[src/rtl/uart_protocol_wide.sv]
// ---------------------------------------------------------------------------
// uart_protocol_wide
//
// Bridges an ASCII command stream from a UART core to a parallel bus master
// port, with generic address/data widths, burst reads, a bus ack timeout
// that is reported over UART, and a debug system-reset pulse.
//
// Command set (received bytes):
//   'L'        enter address mode, nibble count 0
//   'W'        enter write mode, nibble count 0
//   'R'        read one word at the current address
//   'N' h h    read 0xhh words (00 means 256)
//   '*'        one-cycle system reset pulse
//   hex digit  address nibble or write-data nibble depending on mode
//
// Ports:
//   i_clk, i_reset            clock, asynchronous active-high reset
//   i_ack, i_dat              bus ack and read data (valid with ack)
//   o_dat, o_addr, o_we, o_cs bus master outputs; o_cs held until ack/timeout
//   i_uart_received_pulse     1-cycle strobe qualifying i_uart_dat
//   i_uart_dat                received ASCII byte
//   i_uart_send_ready         tx can accept a byte this cycle
//   o_uart_send_pulse         tx strobe (combinational)
//   o_uart_dat                tx ASCII byte, valid with o_uart_send_pulse
//   o_reset                   registered 1-cycle system reset pulse
// ---------------------------------------------------------------------------
module uart_protocol_wide #(
    parameter int unsigned ADDR_W  = 16,
    parameter int unsigned DATA_W  = 8,
    parameter int unsigned TIMEOUT = 255
) (
    input  logic              i_clk,
    input  logic              i_reset,
    input  logic              i_ack,
    input  logic [DATA_W-1:0] i_dat,
    output logic [DATA_W-1:0] o_dat,
    output logic [ADDR_W-1:0] o_addr,
    output logic              o_we,
    output logic              o_cs,
    input  logic              i_uart_received_pulse,
    input  logic [7:0]        i_uart_dat,
    input  logic              i_uart_send_ready,
    output logic              o_uart_send_pulse,
    output logic [7:0]        o_uart_dat,
    output logic              o_reset
);

    localparam int unsigned AddrNib = ADDR_W / 4;
    localparam int unsigned DataNib = DATA_W / 4;
    localparam int unsigned MaxNib  = (AddrNib > DataNib) ? AddrNib : DataNib;
    localparam int unsigned NibW    = $clog2(MaxNib + 1);
    localparam int unsigned SendW   = $clog2(DataNib + 1);
    localparam int unsigned TmoW    = $clog2(TIMEOUT + 1);

    typedef enum logic [2:0] {
        StIdle,
        StBusW,
        StBusR,
        StSend,
        StErr
    } state_e;

    typedef enum logic {
        ModeAddr,
        ModeWrite
    } mode_e;

    // ---------------------------------------------------------------------
    // Registers
    // ---------------------------------------------------------------------
    state_e            r_state;
    mode_e             r_mode;
    logic [NibW-1:0]   r_nib_cnt;
    logic [ADDR_W-1:0] r_addr;
    logic [DATA_W-1:0] r_wdat;
    logic [DATA_W-1:0] r_shift;     // read word, shifted left as chars go out
    logic [SendW-1:0]  r_send_cnt;
    logic [8:0]        r_burst;     // words left in the current read burst
    logic [1:0]        r_n_cnt;     // 0: no 'N' pending, 1/2: awaiting hex 1/2
    logic [3:0]        r_n_hi;
    logic [TmoW-1:0]   r_tmo;
    logic              r_reset;

    // ---------------------------------------------------------------------
    // Wires
    // ---------------------------------------------------------------------
    state_e            w_state_next;
    logic              w_is_hex;
    logic [3:0]        w_nib;
    logic              w_rx_idle;
    logic              w_cmd_l;
    logic              w_cmd_w;
    logic              w_cmd_r;
    logic              w_cmd_n;
    logic              w_cmd_star;
    logic              w_hex_rx;
    logic              w_n_done;
    logic [7:0]        w_n_val;
    logic              w_start_write;
    logic              w_start_read;
    logic              w_bus;
    logic              w_tmo_hit;
    logic              w_last_char;
    logic              w_tx_fire;

    // ---------------------------------------------------------------------
    // Hex decode of the received byte (either case)
    // ---------------------------------------------------------------------
    always_comb begin
        w_is_hex = 1'b1;
        w_nib    = 4'h0;
        if (i_uart_dat >= 8'h30 && i_uart_dat <= 8'h39) begin
            w_nib = i_uart_dat[3:0];
        end else if ((i_uart_dat >= 8'h61 && i_uart_dat <= 8'h66) ||
                     (i_uart_dat >= 8'h41 && i_uart_dat <= 8'h46)) begin
            // 'a'/'A' have low nibble 1, so +9 maps them to 10
            w_nib = i_uart_dat[3:0] + 4'd9;
        end else begin
            w_is_hex = 1'b0;
        end
    end

    // Everything except '*' is dropped unless the FSM is idle.
    assign w_rx_idle  = i_uart_received_pulse && (r_state == StIdle);
    assign w_cmd_l    = w_rx_idle && (i_uart_dat == 8'h4c);
    assign w_cmd_w    = w_rx_idle && (i_uart_dat == 8'h57);
    assign w_cmd_r    = w_rx_idle && (i_uart_dat == 8'h52);
    assign w_cmd_n    = w_rx_idle && (i_uart_dat == 8'h4e);
    assign w_cmd_star = i_uart_received_pulse && (i_uart_dat == 8'h2a);
    assign w_hex_rx   = w_rx_idle && w_is_hex;

    assign w_n_done      = w_hex_rx && (r_n_cnt == 2'd2);
    assign w_n_val       = {r_n_hi, w_nib};
    assign w_start_write = w_hex_rx && (r_n_cnt == 2'd0) && (r_mode == ModeWrite) &&
                           (r_nib_cnt == NibW'(DataNib - 1));
    assign w_start_read  = w_cmd_r || w_n_done;

    assign w_bus       = (r_state == StBusW) || (r_state == StBusR);
    // A same-cycle ack takes priority over the timeout.
    assign w_tmo_hit   = (r_tmo == TmoW'(TIMEOUT - 1)) && !i_ack;
    assign w_last_char = (r_send_cnt == SendW'(DataNib - 1));
    assign w_tx_fire   = o_uart_send_pulse;

    // ---------------------------------------------------------------------
    // FSM: state register
    // ---------------------------------------------------------------------
    always_ff @(posedge i_clk or posedge i_reset) begin
        if (i_reset) begin
            r_state <= StIdle;
        end else begin
            r_state <= w_state_next;
        end
    end

    // ---------------------------------------------------------------------
    // FSM: next state
    // ---------------------------------------------------------------------
    always_comb begin
        w_state_next = r_state;
        unique case (r_state)
            StIdle: begin
                if (w_start_write) begin
                    w_state_next = StBusW;
                end else if (w_start_read) begin
                    w_state_next = StBusR;
                end
            end
            StBusW: begin
                if (i_ack) begin
                    w_state_next = StIdle;
                end else if (w_tmo_hit) begin
                    w_state_next = StErr;
                end
            end
            StBusR: begin
                if (i_ack) begin
                    w_state_next = StSend;
                end else if (w_tmo_hit) begin
                    w_state_next = StErr;
                end
            end
            StSend: begin
                if (w_tx_fire && w_last_char) begin
                    w_state_next = (r_burst > 9'd1) ? StBusR : StIdle;
                end
            end
            StErr: begin
                if (w_tx_fire) begin
                    w_state_next = StIdle;
                end
            end
            default: w_state_next = StIdle;
        endcase
    end

    // ---------------------------------------------------------------------
    // FSM: outputs
    // ---------------------------------------------------------------------
    function automatic logic [7:0] hex_char(input logic [3:0] n);
        return (n < 4'd10) ? (8'h30 + {4'h0, n}) : (8'h57 + {4'h0, n});
    endfunction

    always_comb begin
        o_cs              = w_bus;
        o_we              = (r_state == StBusW);
        o_addr            = r_addr;
        o_dat             = r_wdat;
        o_reset           = r_reset;
        o_uart_send_pulse = 1'b0;
        o_uart_dat        = 8'h00;
        if (r_state == StSend) begin
            o_uart_send_pulse = i_uart_send_ready;
            o_uart_dat        = hex_char(r_shift[DATA_W-1 -: 4]);
        end else if (r_state == StErr) begin
            o_uart_send_pulse = i_uart_send_ready;
            o_uart_dat        = 8'h21;
        end
    end

    // ---------------------------------------------------------------------
    // Datapath
    // ---------------------------------------------------------------------
    always_ff @(posedge i_clk or posedge i_reset) begin
        if (i_reset) begin
            r_mode     <= ModeAddr;
            r_nib_cnt  <= '0;
            r_addr     <= '0;
            r_wdat     <= '0;
            r_shift    <= '0;
            r_send_cnt <= '0;
            r_burst    <= '0;
            r_n_cnt    <= 2'd0;
            r_n_hi     <= 4'h0;
            r_tmo      <= '0;
            r_reset    <= 1'b0;
        end else begin
            // A '*' seen while the pulse is already high is swallowed.
            r_reset <= w_cmd_star && !r_reset;

            if (w_cmd_l) begin
                r_mode    <= ModeAddr;
                r_nib_cnt <= '0;
                r_n_cnt   <= 2'd0;
            end
            if (w_cmd_w) begin
                r_mode    <= ModeWrite;
                r_nib_cnt <= '0;
                r_n_cnt   <= 2'd0;
            end
            if (w_cmd_r) begin
                r_n_cnt <= 2'd0;
                r_burst <= 9'd1;
            end
            if (w_cmd_n) begin
                r_n_cnt <= 2'd1;
            end

            if (w_hex_rx) begin
                if (r_n_cnt == 2'd1) begin
                    r_n_hi  <= w_nib;
                    r_n_cnt <= 2'd2;
                end else if (r_n_cnt == 2'd2) begin
                    r_n_cnt <= 2'd0;
                    r_burst <= (w_n_val == 8'h00) ? 9'd256 : {1'b0, w_n_val};
                end else if (r_mode == ModeAddr) begin
                    // Surplus address nibbles are ignored and not counted.
                    if (r_nib_cnt < NibW'(AddrNib)) begin
                        for (int unsigned k = 0; k < AddrNib; k++) begin
                            if (r_nib_cnt == NibW'(k)) begin
                                r_addr[ADDR_W-1-4*k -: 4] <= w_nib;
                            end
                        end
                        r_nib_cnt <= r_nib_cnt + NibW'(1);
                    end
                end else begin
                    for (int unsigned k = 0; k < DataNib; k++) begin
                        if (r_nib_cnt == NibW'(k)) begin
                            r_wdat[DATA_W-1-4*k -: 4] <= w_nib;
                        end
                    end
                    // Wrap so back-to-back words need no new 'W'.
                    r_nib_cnt <= (r_nib_cnt == NibW'(DataNib - 1)) ? '0
                                                                   : r_nib_cnt + NibW'(1);
                end
            end

            // Cleared outside bus states, so every bus entry starts at 0.
            r_tmo <= w_bus ? r_tmo + TmoW'(1) : '0;

            if (w_bus && i_ack) begin
                r_addr <= r_addr + ADDR_W'(1);
            end

            if (r_state == StBusR && i_ack) begin
                r_shift    <= i_dat;
                r_send_cnt <= '0;
            end

            if (r_state == StSend && w_tx_fire) begin
                r_shift <= r_shift << 4;
                if (w_last_char) begin
                    r_send_cnt <= '0;
                    r_burst    <= (r_burst > 9'd1) ? r_burst - 9'd1 : 9'd0;
                end else begin
                    r_send_cnt <= r_send_cnt + SendW'(1);
                end
            end

            if (r_state == StErr && w_tx_fire) begin
                r_burst <= 9'd0;
            end
        end
    end

endmodule

[config.mk]
export PLATFORM = sky130hd
export DESIGN_NAME = uart_protocol_wide
export DESIGN_NICKNAME = d
export VERILOG_FILES = /design/src/rtl/uart_protocol_wide.sv
export SDC_FILE = /design/constraint.sdc
export NUM_CORES = 1
export LEC_CHECK = 0
export CORE_ASPECT_RATIO = 1.2
export CORE_MARGIN = 3
export CORE_UTILIZATION = 40
export DETAILED_ROUTE_END_ITERATION = 6
export PLACE_DENSITY = 0.64
export SLEW_MARGIN = 10
export SYNTH_ARGS = -nofsm -noshare
export SYNTH_HDL_FRONTEND = slang
export SYNTH_SLANG_ARGS = --single-unit
[constraint.sdc]
create_clock -name i_clk -period 6.5 [get_ports i_clk]
set_clock_uncertainty 0.1 [all_clocks]
set_input_delay 1.3 -clock i_clk [delete_from_list [all_inputs] [get_ports i_clk]]
set_output_delay 1.3 -clock i_clk [all_outputs]
set_load 0.02 [all_outputs]
# --- After elaboration in Yosys (flattened, before gate mapping) ---
# Cells that the tools add are included.
classes:
  n_eq_ne: 22
  muxes: 60
  addsub: 8
  n_mul: 0
  div_mod_pow: 0
  n_lt_le_gt_ge: 9
  n_shift: 0
  reduce_logical: 46
  bitwise: 2
op_table:
  columns: ["op", "count"]
  rows:
  - ["$mux 16", 6]
  - ["$mux 9", 9]
  - ["$mux 3", 15]
  - ["$mux 8", 5]
  - ["$eq 8x7->1 const B", 4]
  - ["$mux 4", 6]
  - ["$reduce_and 6->1", 4]
  - ["$mux 2", 11]
  - ["$logic_and 1x1->1", 21]
  - ["$add 16x1->16 const B", 1]
  - ["$ge 8x7->1 const B", 2]
  - ["$le 8x7->1 const B", 2]
  - ["$reduce_bool 2->1", 8]
  - ["$pmux 3 s5", 1]
  - ["$eq 3x2->1 const B", 4]
  - ["$reduce_and 5->1", 2]
  - ["$gt 9x1->1 const B", 1]
  - ["$sub 9x1->9 const B", 1]
  - ["$add 7x4->8 const A", 1]
  - ["$add 8x1->8 const B", 1]
  - ["$eq 8x6->1 const B", 1]
  - ["$eq 8x8->1 const B", 1]
  - ["$ge 8x6->1 const B", 1]
  - ["$le 8x6->1 const B", 1]
  - ["23 further kinds", 38]
totals:
  in_bits: 21
  memories: 0
  output_inout_bits: 36
  ramBits: 0
  elab_cells: 163
  latch_bits: 0
  regBits: 65
  rom_bits: 0

# --- Longest topological paths before layout ---
# Gate-level depths: netlist (run 1).
logic_depth:
  word_depth: 13
  depth_mapped: 9
  mapped_depth_nobuf: 8

# --- Worst setup path before layout (run 1) ---
# Ideal clock, no wire load.
synth_path:
  kind: "input-to-reg"
  startpoint: "input port i_uart_dat[4]"
  endpoint: "register r_addr[13], in the netlist o_addr[13]"
  n_path_buf: 0
  path_slack_ps: 3164
  cell_stages: 6
  required_time_ps: 6327
  t_arrival_ps: 3163
  setup_time_ps: 73
  path_cell_list: "or4b_4 -> a311o_4 -> a211oi_4 -> nand4_4 -> mux2_4 -> a21oi_2"
synth_via:
  elab_chain_cells: 12
  elab_cells_between_ends: 24
synth_lines:
  columns: ["element", "line", "rtl"]
  rows:
  - ["start, declared", "41", "input logic [7:0] i_uart_dat,"]
  - ["$ge 8x7->1, or another cell as far along", "114", "end else if ((i_uart_dat >= 8'h61 && i_uart_dat <= 8'h66) ||"]
  - ["$logic_and 1x1->1 (on tied branches)", "114, 115", null]
  - ["$logic_or 1x1->1", "114", null]
  - ["$mux 4", "114", null]
  - ["$mux 4", "112", "if (i_uart_dat >= 8'h30 && i_uart_dat <= 8'h39) begin"]
  - ["$mux 4", "269", "if (r_nib_cnt == NibW'(k)) begin"]
  - ["$mux 16", "267", "if (r_nib_cnt < NibW'(AddrNib)) begin"]
  - ["$mux 16", "265", "end else if (r_mode == ModeAddr) begin"]
  - ["$mux 16", "262", "end else if (r_n_cnt == 2'd2) begin"]
  - ["$mux 16", "259", "if (r_n_cnt == 2'd1) begin"]
  - ["$mux 16", "258", "if (w_hex_rx) begin"]
  - ["$mux 16", "290", "if (w_bus && i_ack) begin"]
  - ["end signal, assigned by index", "270", "r_addr[ADDR_W-1-4*k -: 4] <= w_nib;"]
  - ["end signal, assigned", "291", "r_addr <= r_addr + ADDR_W'(1);"]
  - ["end, declared", "74", "logic [ADDR_W-1:0] r_addr;"]
# Parallel ways exist; a longest one is shown, timed or not. The select of a mux whose other input is x is not followed.
# A chain may end at the register's enable or synchronous reset.

# --- Worst setup path after layout (run 1) ---
layout_path:
  startpoint: "input port i_uart_send_ready"
  endpoint: "output port o_uart_send_pulse"
layout_via:
  elab_chain_cells: 2
layout_lines:
  columns: ["element", "line", "rtl"]
  rows:
  - ["start, declared", "42", "input logic i_uart_send_ready,"]
  - ["$mux 1", "214", "end else if (r_state == StErr) begin"]
  - ["$mux 1 (*)", "211", "if (r_state == StSend) begin"]
  - ["end, declared", "43", "output logic o_uart_send_pulse,"]
# Every way passes the cells marked *; elsewhere a longest branch is shown, timed or not.

==> run metrics, run 1 <==
final WL 9.864 mm; Worst VDD drop 141.0 uV; Combinational Power Share 38.6%; commonest non-fill, non-tap cell in the layout dfrtp_1; Mean Syn Cell Area 8.867 um2; IO Pins 57; max_slew headroom 22.09%; cell area after synthesis 3973 um2; first-pass GRT wire length 16.82 mm; Pint 1.071 mW; root buffer cell clkbuf_16; worst slack, placed 2201 ps; DRT antenna net count 0; fin crit period 4086 ps; CTS Buf Count 9; Clock Pin Slew Worst Setup and Hold Paths 50 ps; MaxCap Viol Count 0; RR Endpoint r_burst[8]; pwr/cell area 353.5 nW/um2; Crit path arrival time 2690 ps; Hold Path Stages 1; Placed Area 4641 um2; Max Slew Vio Count 0; DRC violations left 0; Final nets 541; Starting Density 41.33%; Least-Margin Pin Slew 1166 ps; RSZ-0062 raised after global routing no; global-route usage over all layers 18.32%; Post-synth EDFFs 0; CTS tree done; die width 96.98 um; cells on worst reg2reg path 4; Cell Rows 39; dominant cell type by area after synthesis dfrtp_1; Worst EP required 5100 ps; clock latency on the worst-skew pair 330 ps; DR iter-0 viols 202; Ys Warns 0; FF+latch count, synth 65; Buffers on Ports 55; vias in the first global route 3406; ant diodes 0; register area share after synthesis 40.94%; Switching Power 670.7 uW; Clock Path Buffers 2; final RePlAce weighted congestion 0.8497; vias 3525; critical path startpoint i_uart_send_ready; setup TNS 0 ps; worst r2r src r_state[2]; clk sink count 65; area share of the largest cell type after synthesis 40.94%; FMAX 244.7 MHz; Async S/R FF share, synth 100.0%; Seq pwr share 35.7%; Fill cells 911; Distinct cells, synth 60; 1st-pass router iterations 4; initial antenna violation count 0; status completed; final instance area 4928 um2; hold crit path type reg -> reg; Hold Buf Count CTS 0; largest net degree at the start of global routing 66; r2r setup slk 3690 ps; critical path endpoint o_uart_send_pulse; Mapped Nets 487; WL per Instance 15.66 um; Final WS setup 2414 ps; Post-DP HPWL 7.326 mm; core box area 9613 um2; post_cts resized 0; Leakage 2.103 nW; final hold violations 0; Setup crit start kind input pin; Clk pwr share 25.7%; Post-CTS Setup Bufs 0; crit path capture type output pin; total power 1.742 mW; die area 11170 um2; depth of the CTS H-tree 3; Die Y 115.2 um; Crit Path Category in -> out; Period Utilization, post-route 62.86%; Final Setup Violations 0; Avg Vias per Cell 5.595; commonest cells after routing, fill and taps aside dfrtp_1 (65), clkdlybuf4s50_1 (55), nand2_1 (50); Mapped Cells 448; Area growth syn-to-layout 24.06%; Sw Ratio 38.50%; Area contributors post-synth dfrtp_1 (41%), ha_1 (5.7%), nand2_1 (4.7%), a21oi_1 (4.3%), nor2_1 (4.0%); share of layout cells above drive strength 1 9.270%; grt total ovfl 0; Synth Flop Type dfrtp_1; Crit Path Max Fanout 5
## how the worst min path moves through the flow
stage,to,startpoint
2_1_floorplan,r_shift[7],r_shift[7]
5_1_grt,o_reset,o_reset
4_1_cts,o_reset,o_reset
3_5_place_dp,o_reset,o_reset
6_report,o_reset,o_reset
3_3_place_gp,o_reset,o_reset
## layer usage
layer / GRT usage [%] / up-vias / part of all wire [%]
met4: 5.618 / 0 / 1.4
met3: 2.791 / 13 / 3.4
li1: - / 1742 / -
met5: 0 / - / 0
met2: 31.45 / 69 / 50
met1: 24.05 / 1701 / 45
## state kept, by name (all words and copies together), names as in the netlist
register	flops
o_reset	1
r_tmo	8
r_shift	8
r_n_hi	4
r_n_cnt	2
r_nib_cnt	3
o_dat	8
r_burst	9
r_send_cnt	2
r_mode	1
o_addr	16
r_state	3
## through the flow
step | util (%) | hold slack [ps] | cells
4_1_cts | 51.20 | 343.1 | 630
6_report | 51.27 | 344.7 | 630
3_3_place_gp | 48.28 | 322.4 | 614
3_5_place_dp | 48.28 | 336.5 | 614
5_1_grt | 51.27 | 377.0 | 630
2_1_floorplan | - | 360.4 | 448
## cells in the mapped netlist, types with 4 or more instances
| library cell | instances |
|---|---|
| a211oi_1 | 4 |
| a21o_1 | 4 |
| a21oi_1 | 34 |
| a22oi_1 | 4 |
| a31oi_1 | 9 |
| and3_1 | 9 |
| and4_1 | 4 |
| clkbuf_1 | 12 |
| dfrtp_1 | 65 |
| ha_1 | 18 |
| inv_1 | 23 |
| mux2_2 | 5 |
| nand2_1 | 50 |
| nand3_1 | 21 |
| nand4_1 | 9 |
| nor2_1 | 42 |
| nor2b_1 | 6 |
| nor3_1 | 7 |
| nor4b_1 | 6 |
| o21ai_0 | 24 |
| o22ai_1 | 10 |
| or2_2 | 8 |
| xnor2_1 | 7 |
| xor2_1 | 11 |
## critical path: stages
cell	delay, ps
clkdlybuf4s50_1	560
inv_1	90
a21oi_1	110
clkdlybuf4s50_1	610
## cell families (layout without fill, tap and decap cells)
kind of cell,Yosys count,count (layout),synth area share [%]
other,1,1,0.09440
muxes,7,7,2.047
and+or+nand+nor,184,184,24.19
adders and majority gates,18,18,5.669
xor gates and xnor gates,18,18,3.968
buffers and inverters,37,96,3.622
DFF,65,65,40.94
AOI/OAI and AO/OA,118,118,19.46
## final cells by class
| class | instances | area [um2] | area share (%) |
|---|---|---|---|
| multi-input combinational | 346 | 2215 | 44.94 |
| tap | 123 | 153.9 | 3.123 |
| timing repair buffer | 57 | 565.5 | 11.47 |
| inverter | 23 | 86.33 | 1.752 |
| clock inverter | 6 | 42.54 | 0.8632 |
| clock buffer | 10 | 239.0 | 4.849 |
| sequential | 65 | 1627 | 33.00 |
## power groups by stage
stage,Sequential [mW],Clock (mW),Combinational (mW)
finish,0.621,0.448,0.673
global route,0.638,0.476,0.752
CTS,0.619,0.455,0.676
detailed placement,0.624,0,0.672
global placement,0.619,0,0.663
floorplan,0.606,0,0.476
No activity file was read; power rests on OpenSTA's default activity.
==> inputs of run 2 (changes only) <==
- clock period: 6.5 -> 4.01 ns (I/O delays scaled with it)
==> run metrics, run 2 (synthesis results as in run 1) <==
post_cts resized 0; cells on worst reg2reg path 6; Setup crit start kind input pin; root buffer cell clkbuf_16; Hold Path Stages 1; depth of the CTS H-tree 3; crit path capture type flip-flop; total power 2.947 mW; Switching Power 1.086 mW; largest net degree at the start of global routing 27; vias 3590; core box area 9613 um2; Final nets 554; Buffers on Ports 55; Crit Path Max Fanout 8; die width 96.98 um; commonest non-fill, non-tap cell in the layout dfrtp_1; Least-Margin Pin Slew 702.2 ps; Critical Path Max Stage Delay 630 ps; IO Pins 57; DRT antenna net count 0; initial antenna violation count 0; WL per Instance 15.37 um; clock latency on the worst-skew pair 330 ps; share of layout cells above drive strength 1 11.15%; DR iter-0 viols 204; clk sink count 65; Clk pwr share 28.5%; hold crit path type reg -> reg; final RePlAce weighted congestion 0.8245; Crit Path Category in -> reg; Sw Ratio 36.84%; Hold Slack 336.3 ps; Starting Density 41.33%; Post-CTS Setup Bufs 0; Cell Rows 39; Final Setup Violations 0; commonest cells after routing, fill and taps aside dfrtp_1 (65), clkdlybuf4s50_1 (55), nand2_1 (50); Die Y 115.2 um; fin crit period 3380 ps; 1st-pass router iterations 5; Util after Layout 52.61%; FMAX 295.9 MHz; global-route usage over all layers 18.02%; ant diodes 0; Seq pwr share 33.8%; Period Utilization, post-route 84.29%; Hold Buf Count CTS 0; setup TNS 0 ps; Combinational Power Share 37.8%; MaxCap Viol Count 0; max_slew headroom 52.69%; Worst VDD drop 274.1 uV; Max Slew Vio Count 0; multi-input logic area 2208 um2; Slowest-stage cell, CP clkdlybuf4s50_1; pwr/cell area 582.7 nW/um2; Area growth syn-to-layout 27.31%; final WL 9.882 mm; Crit path arrival time 3500 ps; Avg Vias per Cell 5.583; Pint 1.861 mW; DRC violations left 0; CTS tree done; Worst EP required 4130 ps; Post-DP HPWL 7.439 mm; CTS Buf Count 9; Fill cells 910; register area 1627 um2; final hold violations 0; Leakage 2.185 nW; Clock Pin Slew Worst Setup and Hold Paths 50 ps; first-pass GRT wire length 16.56 mm; Clock Path Buffers 2; die area 11170 um2; vias in the first global route 3436; RSZ-0062 raised after global routing no; CP cell instances clkdlybuf4s50_1 -> inv_1 -> ha_1 -> nor3b_1 -> a311o_4 -> a211oi_4 -> nand3_1 -> a211oi_1; grt total ovfl 0; Largest register FFs 16; status completed
## run 2: power groups by stage
stage	Sequential, mW	Combinational (mW)	Clock (mW)
after floorplan	0.983	0.772	0
after global placement	0.998	1.10	0
after detailed placement	1.00	1.11	0
after CTS	0.991	1.12	0.860
after global routing	1.02	1.24	0.889
final	0.995	1.11	0.839
## run 2: worst max-delay path, delay by kind of cell
kind / cells / cell delay (ps)
adder cells (fa/ha/maj): 1 / 250
AO/OA/AOI/OAI: 3 / 1190
AND/OR/NAND/NOR: 2 / 510
buffers and inverters: 2 / 750
## run 2: metal layers
layer	part of all wire [%]	wire, um	GRT usage [%]
met5	0	0	0
met4	1.6	161	6.367
met3	4.3	421	3.277
met2	48	4786	29.83
met1	46	4513	23.87
## run 2: final timing paths
kind                       slack (ps)         to     startpoint
min in group asynchronous         700   r_tmo[3]        i_reset
hold reg to reg                   340    o_reset        o_reset
max in group asynchronous        2410   o_dat[6]        i_reset
setup reg to reg                 1690  o_addr[8]     r_n_cnt[0]
setup / recovery                  630  o_addr[8]  i_uart_dat[1]
hold / removal                    340    o_reset        o_reset
## run 2: layout make-up
| class | instances | area share [%] |
|---|---|---|
| clock buffer | 10 | 4.527 |
| clock inverter | 6 | 1.781 |
| inverter | 23 | 1.707 |
| multi-input combinational | 346 | 43.67 |
| sequential | 65 | 32.16 |
| tap | 123 | 3.043 |
| timing repair buffer | 70 | 13.11 |
## run 2: per-stage QoR
| step | instances | instance area [um2] | setup slack (ps) |
|---|---|---|---|
| after floorplan | 448 | 3973 | 1172 |
| after global placement | 627 | 4738 | 410.9 |
| after detailed placement | 627 | 4738 | 299.6 |
| after CTS | 643 | 5057 | 650.9 |
| after global routing | 643 | 5057 | 417.4 |
| final | 643 | 5057 | 629.9 |
==> inputs of run 3 (changes only) <==
- PLACE_DENSITY: 0.64 -> 0.66
- clock period: 4.01 -> 2.8 ns (I/O delays scaled with it)
==> run metrics, run 3 (synthesis results as in run 1) <==
worst hold start o_reset; largest net degree at the start of global routing 27; die area 11170 um2; Crit Path Category in -> reg; Clock Path Buffers 2; core box area 9613 um2; Clock Pin Slew Worst Setup and Hold Paths 50 ps; Post-DP HPWL 7.798 mm; Avg Vias per Cell 5.552; family with the most delay on the worst path simple AND/OR/NAND/NOR gates; fin crit period 2749 ps; most used cell, CP buf_4; depth of the CTS H-tree 3; final hold violations 0; commonest non-fill, non-tap cell in the layout dfrtp_1; Least-Margin Pin Slew 663.7 ps; grt total ovfl 0; Final WS setup 50.92 ps; first-pass GRT wire length 17.55 mm; Largest register FFs 16; Cell Rows 39; Worst Path Buf+Inv 3; Worst VDD drop 448.6 uV; Max Slew Vio Count 0; hold crit path type reg -> reg; max_slew headroom 55.29%; die width 96.98 um; CTS Buf Count 9; hold endpoint o_reset; MaxCap Viol Count 0; r2r setup slk 610 ps; share of layout cells above drive strength 1 15.90%; DRT antenna net count 0; Leakage 2.358 nW; Die Y 115.2 um; global-route usage over all layers 19.20%; Crit path arrival time 2900 ps; RR Endpoint o_addr[15]; Setup crit start kind input pin; worst slack, placed -322.4 ps; Fill cells 867; CTS tree done; ant diodes 0; DR iter-0 viols 149; IO Pins 57; Starting Density 41.33%; pwr/cell area 779.3 nW/um2; clk sink count 65; WL per Instance 15.34 um; Slowest-stage cell, CP or4b_4; Area growth syn-to-layout 31.78%; Worst EP required 2950 ps; Buffers on Ports 55; vias 3720; Util after Layout 54.46%; CP cell instances clkdlybuf4s50_1 -> or4b_4 -> a311o_4 -> buf_4 -> a21oi_4 -> buf_4 -> and3_1 -> a21oi_1 -> o22ai_1; FMAX 363.8 MHz; status completed; Final Setup Violations 0; DRC violations left 0; final RePlAce weighted congestion 0.9064; crit path capture type flip-flop; Hold Path Stages 1; clock latency on the worst-skew pair 330 ps; Period Utilization, post-route 98.18%; final WL 10.28 mm; RSZ-0062 raised after global routing no; 1st-pass router iterations 5; register area 1627 um2; initial antenna violation count 0; worst r2r src r_n_cnt[0]; cells on worst reg2reg path 9; commonest cells after routing, fill and taps aside dfrtp_1 (65), clkdlybuf4s50_1 (51), nand2_1 (50); Final nets 581; vias in the first global route 3763; Crit Path Max Fanout 7; root buffer cell clkbuf_16; Hold Buf Count CTS 0; Critical Path Max Stage Delay 560 ps; multi-input logic area 2221 um2
==> run 3: cell types whose count changed in the layout (fill, tap and decap cells not counted), moves of 2 or more <==
cell,previous run,this run
inv_6,2,0
clkbuf_8,0,2
clkinv_2,1,3
buf_4,15,42
dlymetal6s2s_1,0,3
clkdlybuf4s50_1,55,51
bufinv_16,2,0
==> run 3: worst register-to-register path, cell delays in order (launching register included) <==
cell and delay (ps):
dfrtp_1 370, inv_1 80, ha_1 270, or2_2 360, a211oi_4 200, buf_4 180, nand4_4 120, buf_4 170
mux2i_1 110, a21oi_1 160
==> run 3: per-layer routing <==
metal / GRT usage [%] / vias to the layer above / share of wire (%)
li1: - / 1811 / -
met1: 23.50 / 1798 / 44
met2: 33.56 / 83 / 50
met3: 3.762 / 28 / 3.5
met4: 7.491 / 0 / 2.1
met5: 0 / - / 0
==> run 3: per-stage QoR <==
step	setup TNS (ps)	hold slack, ps	instances	power (mW)	area, um2
after floorplan	0	360.4	448	2.513	3973
after global placement	-6324	326.0	651	3.016	4918
after detailed placement	-8098	340.9	651	3.068	4918
after CTS	0	348.2	667	4.117	5192
after global routing	0	370.5	670	4.382	5235
final	0	339.9	670	4.080	5235
==> run 3: how the worst max path moves through the flow <==
stage / from / end / slack (ps) / cells past startpoint
3_3_place_gp: i_uart_dat[0] / r_burst[3] / -270 / 11
3_5_place_dp: i_uart_dat[4] / o_addr[15] / -320 / 8
2_1_floorplan: i_uart_dat[4] / o_addr[13] / 200 / 6
6_report: i_uart_dat[4] / r_burst[6] / 50 / 9
5_1_grt: i_uart_dat[0] / o_addr[2] / 3 / 11
4_1_cts: i_uart_dat[4] / o_addr[15] / 20 / 8
==> run 3: timing repair <==
item                                    in CTS  in global routing
gates resized for setup                      1                  6
setup buffers                                0                  3
endpoints found under the setup margin       1                 21
==> run 3: area by class of cell <==
type	instances	share of cell area (%)
clock buffer	13	4.971
tap	123	2.940
multi-input combinational	346	42.42
clock inverter	3	0.2868
timing repair buffer	97	16.66
sequential	65	31.07
inverter	23	1.649
==> run 3: power breakdown <==
part,internal [mW],total [mW],switching [mW]
logic,0.745,1.63,0.885
registers,1.16,1.41,0.257
clock network,0.643,1.04,0.394
total,2.54,4.08,1.54
